--- config.mk ---
export PLATFORM = sky130hd
export DESIGN_NAME = gray_rx_monitor
export DESIGN_NICKNAME = d
export VERILOG_FILES = /design/src/rtl/gray_rx_monitor.sv
export SDC_FILE = /design/constraint.sdc
export NUM_CORES = 1
export LEC_CHECK = 0
export ABC_AREA = 1
export ABC_CLOCK_PERIOD_IN_PS = 5700
export CORE_MARGIN = 4
export CORE_UTILIZATION = 25
export CTS_BUF_LIST = sky130_fd_sc_hd__clkbuf_8
export CTS_CLUSTER_DIAMETER = 40
export DETAILED_ROUTE_END_ITERATION = 6
export PLACE_DENSITY = 0.45
export SETUP_SLACK_MARGIN = 0.05
export SKIP_CTS_REPAIR_TIMING = 1
export SYNTH_ARGS = -nofsm -noshare
export SYNTH_HDL_FRONTEND = slang
export SYNTH_SLANG_ARGS = --single-unit
--- constraint.sdc ---
create_clock -name clk -period 5.7 [get_ports clk]
set_input_delay 0.57 -clock clk [delete_from_list [all_inputs] [get_ports clk]]
set_output_delay 0.57 -clock clk [all_outputs]
set_load 0.005 [all_outputs]
--- src/rtl/gray_rx_monitor.sv ---
// Receive-side Gray count monitor: synchronises a Gray count, decodes it to binary,
// and classifies each change as a legal single-bit step or an illegal jump.
module gray_rx_monitor #(
  parameter int DATA_WIDTH  = 4,
  parameter int SYNC_STAGES = 2,
  parameter int ERR_CNT_W   = 8
) (
  input  logic                  clk,
  input  logic                  reset,
  input  logic [DATA_WIDTH-1:0] gray_in,
  input  logic                  clear_err,
  output logic [DATA_WIDTH-1:0] bin_out,
  output logic                  bin_valid,
  output logic                  dir_up,
  output logic                  err_flag,
  output logic [ERR_CNT_W-1:0]  err_count
);

  localparam int HD_W = $clog2(DATA_WIDTH + 1);
  localparam int IC_W = $clog2(SYNC_STAGES + 1);

  localparam logic [1:0] ST_INIT  = 2'd0;
  localparam logic [1:0] ST_TRACK = 2'd1;
  localparam logic [1:0] ST_FAULT = 2'd2;

  logic [SYNC_STAGES-1:0][DATA_WIDTH-1:0] sync_q;
  logic [DATA_WIDTH-1:0] g_s, g_p, b;
  logic [HD_W-1:0]       hd;
  logic [1:0]            state, state_n;
  logic [IC_W-1:0]       init_cnt, init_cnt_n;
  logic                  legal, illegal, dir_n, flag_n;
  logic [ERR_CNT_W-1:0]  cnt_n;

  function automatic logic [DATA_WIDTH-1:0] gray2bin(input logic [DATA_WIDTH-1:0] g);
    logic [DATA_WIDTH-1:0] r;
    r = '0;
    r[DATA_WIDTH-1] = g[DATA_WIDTH-1];
    for (int i = DATA_WIDTH - 2; i >= 0; i--) r[i] = r[i+1] ^ g[i];
    return r;
  endfunction

  function automatic logic [HD_W-1:0] popcnt(input logic [DATA_WIDTH-1:0] v);
    logic [HD_W-1:0] c;
    c = '0;
    for (int i = 0; i < DATA_WIDTH; i++) c = c + HD_W'(v[i]);
    return c;
  endfunction

  assign g_s = sync_q[SYNC_STAGES-1];
  assign b   = gray2bin(g_s);
  assign hd  = popcnt(g_s ^ g_p);

  always_ff @(posedge clk) begin
    if (reset) begin
      sync_q <= '0;
      g_p    <= '0;
    end else begin
      sync_q[0] <= gray_in;
      for (int i = 1; i < SYNC_STAGES; i++) sync_q[i] <= sync_q[i-1];
      g_p <= g_s;
    end
  end

  // Classification is suppressed while the chain fills so a nonzero gray_in
  // out of reset is not mistaken for a jump from the reset value.
  always_comb begin
    state_n    = state;
    init_cnt_n = init_cnt;
    cnt_n      = err_count;
    flag_n     = err_flag;
    legal      = 1'b0;
    illegal    = 1'b0;
    if (state == ST_INIT) begin
      if (init_cnt == IC_W'(SYNC_STAGES)) state_n = ST_TRACK;
      else                                init_cnt_n = init_cnt + IC_W'(1);
    end else begin
      legal   = (hd == HD_W'(1));
      illegal = (hd > HD_W'(1));
    end
    // Clear lands first so a coincident jump still counts as one.
    if (clear_err) begin
      cnt_n  = '0;
      flag_n = 1'b0;
      if (state != ST_INIT) state_n = ST_TRACK;
    end
    if (illegal) begin
      flag_n  = 1'b1;
      state_n = ST_FAULT;
      if (cnt_n != '1) cnt_n = cnt_n + ERR_CNT_W'(1);
    end
    dir_n = legal ? (b == bin_out + DATA_WIDTH'(1)) : dir_up;
  end

  always_ff @(posedge clk) begin
    if (reset) begin
      state     <= ST_INIT;
      init_cnt  <= '0;
      bin_out   <= '0;
      bin_valid <= 1'b0;
      dir_up    <= 1'b0;
      err_flag  <= 1'b0;
      err_count <= '0;
    end else begin
      state     <= state_n;
      init_cnt  <= init_cnt_n;
      bin_out   <= b;
      bin_valid <= legal;
      dir_up    <= dir_n;
      err_flag  <= flag_n;
      err_count <= cnt_n;
    end
  end

endmodule

==> run summary <==
The later-pin clock latency in the skew report is 280 ps, and the via count is 1198. The register area share after synthesis was 0.411; the endpoint required time on the critical path was 5900 ps. The half-perimeter wire length after detailed placement came out at 2.12 mm.

For the maximum clock path buffer count, the log shows 2. The via-per-instance ratio works out to 3.98. The min-delay analysis places its worst path in the category reg2reg. The worst max-slew margin expressed relative to the limit was 0.691; the minimum clock period after layout was 2460 ps.

Of all nets on the critical path, the largest fanout is 7. Cell area power density: 304 nW/um^2. The run finished with clean final reports. The post-route core utilization came out at 0.338. The portion of netlist area occupied by mux cells was 0.

Once layout is done, the placed cells without fillers occupy 1880 um^2. Ranked by instance count, the synthesized netlist is headed by sky130_fd_sc_hd__nand2_1, sky130_fd_sc_hd__inv_1, sky130_fd_sc_hd__nor2_1. The tool flagged a number of max-cap violations equal to 0.

After synthesis, the netlist uses 27 different library cells. The detailed router used layers up to and including met4. Clock tree synthesis inserted a total of 5 buffers. After detailed placement, the design holds a cell count of 293. IR analysis of the VDD net gives a maximum drop of 0.000116 V. In this run, synthesis inferred 0 flip-flops with an integrated enable. For the number of top-level pins, the log shows 22. The final hold violation count was 0.

Compound-gate portion of the synthesized area: 0.0462. The count of input and output buffers works out to 21. In this run the horizontal extent of the chip is 84.5 um. The core region area was 5570 um^2; the total number of yosys warnings was 0. Setup repair after global routing left no endpoint under its margin. Summed over all instances, the cell type with the most area after synthesis is sky130_fd_sc_hd__dfxtp_1. The layout has 581 filler cells.

The area growth from synthesis to layout is 28.7%. The share of layout cells above drive strength 1 was 0.0873; the first-pass GRT wire length was 5.18 mm. Excluding fillers, the count of instances in the completed layout stands at 301.

The post-synthesis xor/xnor area fraction is 0.0180, and the total number of nets in the final design is 242. Yosys instantiated no cell more often than sky130_fd_sc_hd__nand2_1. The worst hold margin came out at 399 ps. For the number of iterations in the first detailed-routing pass, the log shows 4. The gate count of the mapped netlist was 204; the violation count after the first detailed-route iteration was 74. For the post-place instance area, the log shows 1740 um^2. After synthesis, the largest family of logic cells by area is simple AND/OR/NAND/NOR gates. For the static leakage, the log shows 0.845 nW. Summing every instance area after synthesis gives 1460 um^2. The tools report the sum of met3 wire segment lengths after detailed routing as 160 um. The global placement routability congestion was 0.784; the sequential cell area was 601 um^2. The initial antenna violation count came out at 0. The run gives 0.0890 as the total track usage. STA classifies the critical path endpoint as a flip-flop. The routed length on met1 was 1.40 mm.

The average wire per standard cell was 9.56 um; the remaining antenna violation count was 0. In the final timing run, aggregate negative setup slack is 0 ps. The post-synthesis simple-gate area fraction works out to 0.337. The tools report the clock tree root buffer cell as sky130_fd_sc_hd__clkbuf_8.

TritonCTS built the clock tree. The count of antenna diodes in the layout was 0; the number of slew-limit violations in the final report was 0. For the worst setup path, the data arrival time is 2660 ps.

Clock-pin slew was measured on the worst setup and hold paths at 80 ps. The total congestion overflow after global routing is 0, and the starting density of the core is 0.262. The DRC violations left is 0, and the total length of routed met2 wires is 1.26 mm. The floorplan step set the die height to 84.5 um.

The area share of fa/ha/maj cells after synthesis is 0.0650, and the deepest level of the CTS H-tree is 2. The final wirelength came out at 2.88 mm. In the synthesized netlist the dominant register cell turns out to be sky130_fd_sc_hd__dfxtp_1. Dividing the synthesized area by the synthesized cell count gives 7.17 um^2. The classification of the worst setup path was reg2reg. The die covers 7140 um^2.

After synthesis the netlist holds a flip-flop and latch count of 30. The logs give 30 for the number of sinks driven by the clock tree and 1172 for the number of global-route vias before repair. The logs give 26 for the pin count of the biggest net entering global routing and 407 MHz for the highest clock rate. The post-synthesis net count was 218.

Setup violations remaining at the end of the flow were counted as 0. The async set or reset register ratio after synthesis came out at 0. The post-route clock period utilization came out at 0.431. In the post-synthesis netlist, the biggest area contributors are sky130_fd_sc_hd__dfxtp_1, sky130_fd_sc_hd__nand2_1, sky130_fd_sc_hd__inv_1, sky130_fd_sc_hd__nor2_1, sky130_fd_sc_hd__ha_1. On the final layout, the worst clock skew is 13.6 ps. The share of Yosys cell area claimed by the top area cell type was 0.411; the transition time at the pin with the least slew margin was 462 ps. The initialized floorplan defines 27 standard-cell rows. STA classifies the critical path startpoint as a flip-flop. Summing all multi-input logic gate instances after layout gives 682 um^2.
==> routing by layer <==
metal,global-route usage,vias to the layer above
met5,0,-
met4,0.0374,0
met3,0.0353,6
met2,0.147,22
met1,0.102,505
li1,-,665
==> power by group <==
| part | internal (mW) | total, mW | switching [mW] |
|---|---|---|---|
| logic | 0.0294 | 0.0705 | 0.0410 |
| clock network | 0.187 | 0.271 | 0.0849 |
| registers | 0.224 | 0.231 | 0.00687 |
| total | 0.440 | 0.573 | 0.133 |
==> worst max-delay path: stages, from the launching register on <==
cell and delay [ps]:
sky130_fd_sc_hd__dfxtp_1 380, sky130_fd_sc_hd__inv_1 100, sky130_fd_sc_hd__nand2_1 90, sky130_fd_sc_hd__nand2_1 80, sky130_fd_sc_hd__fa_1 490, sky130_fd_sc_hd__ha_1 170, sky130_fd_sc_hd__inv_1 50, sky130_fd_sc_hd__ha_1 180
sky130_fd_sc_hd__nor2_2 300, sky130_fd_sc_hd__inv_1 120, sky130_fd_sc_hd__nor2_1 190, sky130_fd_sc_hd__o21ai_0 100, sky130_fd_sc_hd__a31oi_1 130
==> cells by family after synthesis <==
logic type / after synthesis
compound gates: 13
buf+inv: 43
flops: 30
fa+ha+maj: 7
simple gates: 108
xor+xnor: 3
==> layout make-up <==
cell class | count | share of cell area
clock buffer | 6 | 0.0439
clock inverter | 2 | 0.0319
inverter | 38 | 0.0797
multi-input combinational | 131 | 0.362
sequential | 30 | 0.319
tap | 72 | 0.0478
timing repair buffer | 22 | 0.116
==> worst paths after layout <==
kind                   startpoint                 endpoint  slack, ps  cells after the start
max             g_s[3]$_SDFF_PP0_  err_count[6]$_SDFF_PP0_       3240                     12
min          sync_q[3]$_SDFF_PP0_        g_s[3]$_SDFF_PP0_        400                      2
max reg2reg     g_s[3]$_SDFF_PP0_  err_count[6]$_SDFF_PP0_       3240                     12
min reg2reg  sync_q[3]$_SDFF_PP0_        g_s[3]$_SDFF_PP0_        400                      2
==> flip-flops by register name, summed over array words and instances (netlist names) <==
name and count:
dir_up 1, bin_valid 1, err_count 8, g_s 4, state 2, err_flag 1
sync_q 4, init_cnt 2, bin_out 3, g_p 4
==> metrics by stage <==
step	power (mW)	setup slack [ps]
after floorplan	0.286	3510
after global placement	0.308	3080
after detailed placement	0.307	3130
after CTS	0.583	3270
after global routing	0.603	2930
final	0.573	3240
==> cell usage in the layout (no fill, tap or decap), types with 2 or more instances in the layout <==
cell type                         count
sky130_fd_sc_hd__nand2_1             46
sky130_fd_sc_hd__inv_1               36
sky130_fd_sc_hd__nor2_1              34
sky130_fd_sc_hd__dfxtp_1             30
sky130_fd_sc_hd__clkdlybuf4s50_1     21
sky130_fd_sc_hd__nand3_1             11
sky130_fd_sc_hd__a21oi_1              7
sky130_fd_sc_hd__ha_1                 6
sky130_fd_sc_hd__clkbuf_8             6
sky130_fd_sc_hd__o21ai_0              4
sky130_fd_sc_hd__nor2_2               4
sky130_fd_sc_hd__xor2_1               3
sky130_fd_sc_hd__nand3b_1             3
sky130_fd_sc_hd__nand2_4              2
sky130_fd_sc_hd__nor3_1               2
sky130_fd_sc_hd__bufinv_16            2
(Power assumes the default switching activity.)
==> RTL edit, RTL diff (same flow settings) <==
Add an input register stage for `gray_in` and `clear_err`, with the module's reset; this delays them by one clock.
--- a/src/rtl/gray_rx_monitor.sv
+++ b/src/rtl/gray_rx_monitor.sv
@@ -22,6 +22,19 @@
   localparam logic [1:0] ST_INIT  = 2'd0;
   localparam logic [1:0] ST_TRACK = 2'd1;
   localparam logic [1:0] ST_FAULT = 2'd2;
+
+  logic [DATA_WIDTH-1:0] gray_q;
+  logic clear_err_q;
+
+  always_ff @(posedge clk) begin
+    if (reset) begin
+      gray_q      <= '0;
+      clear_err_q <= '0;
+    end else begin
+      gray_q      <= gray_in;
+      clear_err_q <= clear_err;
+    end
+  end
 
   logic [SYNC_STAGES-1:0][DATA_WIDTH-1:0] sync_q;
   logic [DATA_WIDTH-1:0] g_s, g_p, b;
@@ -55,7 +68,7 @@
       sync_q <= '0;
       g_p    <= '0;
     end else begin
-      sync_q[0] <= gray_in;
+      sync_q[0] <= gray_q;
       for (int i = 1; i < SYNC_STAGES; i++) sync_q[i] <= sync_q[i-1];
       g_p <= g_s;
     end
@@ -78,7 +91,7 @@
       illegal = (hd > HD_W'(1));
     end
     // Clear lands first so a coincident jump still counts as one.
-    if (clear_err) begin
+    if (clear_err_q) begin
       cnt_n  = '0;
       flag_n = 1'b0;
       if (state != ST_INIT) state_n = ST_TRACK;
Function: changed (a bounded check fails within 4 cycles, from zero or initial values and one cycle with reset high).
==> RTL edit against the unedited design <==
Sequential share of layout area is 4.2 points higher. Design area grew 3.1%. Global-route usage shrank 0.43 points. Total power down 5.4%. Area after synthesis up 5.0%. Critical path depth increased by 1. First-iteration DRC count down 43%. Sequential cell count up 5. Sequential power grew 15%. Wire length decreased by 3.3%. Setup slack worse by 0.0017 ns. Critical endpoint is now err_count[7].
==> RTL edit: results (changes against the unedited design) <==
Synthesis
  – Post-Synth XOR/XNOR Area: 2.85% (+1.1 points)
  – Syn nets: 220 (+0.92%)
  – Gate Count Post-Synth: 206 (+0.98%)
  – Adder-cell share of the synthesized area: 6.19% (-0.31 points)
  – Async SR Flop Fraction: 0% (unchanged)
  – Commonest cells post-synth: 39 x inv_1, 35 x dfxtp_1, 35 x nor2_1, 33 x nand2_1, 12 x nand3_1
  – Synth top area cells: dfxtp_1 46%, inv_1 9.5%, nor2_1 8.6%, nand2_1 8.1%, ha_1 4.9%
  – Sequential share of the synthesized area: 45.6% (+4.5 points)
  – Multiplexer share of the synthesized area: 0% (unchanged)
  – Compound-Gate Fraction of Synth Area: 6.11% (+1.5 points)

Worst setup path
  – Max incr delay on CP: 0.49 ns (about the same)
  – Crit Path Max Fanout: 6 (-1)
  – Worst Reg-to-Reg Cells: 13 (+1)
  – CP delay by family, top: adder cells
  – Slowest cell on the critical path: fa_1
  – Data arrival, critical path: 2.64 ns (-0.02 ns)

Placed design
  – Final GP Congestion: 0.740 (-5.5%)
  – Final HPWL from detailed placement: 2100 µm (-1.0%)
  – Port bufs: 21 (unchanged)
  – Placed cell count: 299 (+2.0%)

Power and ir drop
  – IR drop worst, VDD: 0.122 mV (+5.5%)
  – Internal: 0.413 mW (-6.3%)
  – Leakage power: 0.845 nW (about the same)

Clocking
  – Worst-path clk slew: 0.08 ns (about the same)
  – CTS H-Tree Depth: 2 (unchanged)
  – CTS buffer count: 5 (unchanged)
  – Max clock buf depth: 2 (unchanged)
  – Worst-Skew Late Latency: 0.29 ns

Global routing
  – Pin count of the biggest net entering global routing: 31 (+19%)
  – Global router's overall resource usage: 8.47% (-0.43 points)
  – Initial antenna violation count: 0 (unchanged)
  – Vias in the first global route: 1177 (+0.43%)
  – First-pass GRT wire length: 5050 µm (-2.4%)

Finish
  – Final Instance Count excl. Fillers: 307 (+2.0%)
  – Largest Register: err_count
  – Layout cells sized above 1: 8.62% (-0.11 points)
  – Max FFs per register: 8 (unchanged)
  – Nets@finish: 245 (+1.2%)

Outcome
  – Outcome: completed

Drt
  – Via count: 1230 (+2.7%)
  – Final ANT Viol Nets: 0 (unchanged)
  – Pre-antenna DRT Iters: 4 (unchanged)
  – 1st-iter DRT viols: 42 (-43%)
  – Routed WL per cell: 9.07 µm (-5.2%)

Timing
  – Final hold vios: 0 (unchanged)
  – Worst rel slew slack: 73.9% (+4.8 points)
  – Clock skew: 0.00842 ns (-0.00517 ns)

Worst hold path
  – Hold Path Class: flop to flop
  – Hold Crit Depth: 2 (unchanged)
==> RTL edit: changes by cell type after synthesis, moves of 3 or more <==
cell	delta
inv_2	+3
nand2_1	-13
nor2_2	-3
o21ai_0	+3
inv_1	+3
dfxtp_1	+5
==> RTL edit: path summary, 6_finish.rpt <==
| path | start | endpoint | slack, ns |
|---|---|---|---|
| min reg2reg | sync_q[1] | g_s[1] | 0.40 |
| min | sync_q[1] | g_s[1] | 0.40 |
| max reg2reg | g_s[3] | err_count[7] | 3.24 |
| max | g_s[3] | err_count[7] | 3.24 |
==> RTL edit: power groups by stage <==
stage	registers [mW]	logic, mW	clock network [mW]
floorplan	0.270	0.0405	0
global placement	0.272	0.0577	0
detailed placement	0.271	0.0574	0
CTS	0.266	0.0577	0.231
global route	0.267	0.0680	0.241
finish	0.266	0.0560	0.220
==> RTL edit: tightest hold or removal path: stages, from the launching register on <==
cell and delay, ns:
dfxtp_1 0.30, inv_1 0.04, nor2_1 0.03
==> RTL edit: final cells by class <==
class | count | area, µm²
fill | 654 | 4010
sequential | 35 | 701
multi-input combinational | 125 | 659
timing repair buffer | 22 | 218
inverter | 42 | 158
tap | 75 | 93.8
clock buffer | 5 | 68.8
clock inverter | 3 | 43.8
==> RTL edit: cell families (layout without fill, tap and decap cells) <==
group / after synthesis / count (layout)
DFF: 35 / 35
xor gates and xnor gates: 5 / 5
AOI/OAI and AO/OA: 18 / 18
adders and majority gates: 7 / 7
buffers and inverters: 46 / 72
and+or+nand+nor: 95 / 95
==> RTL edit: per-stage QoR <==
step	setup slack [ns]	cell area, µm²
final	3.24	1940
after global placement	3.34	1830
after floorplan	3.45	1540
after detailed placement	3.24	1830
after global routing	3.04	1940
after CTS	3.23	1940
==> RTL edit: layer usage <==
metal	vias up	GRT usage [%]	routed length [µm]
met2	18	13.3	1230
li1	677	-	-
met3	4	2.95	137
met5	-	0	0
met4	0	3.82	40
met1	531	10.4	1370
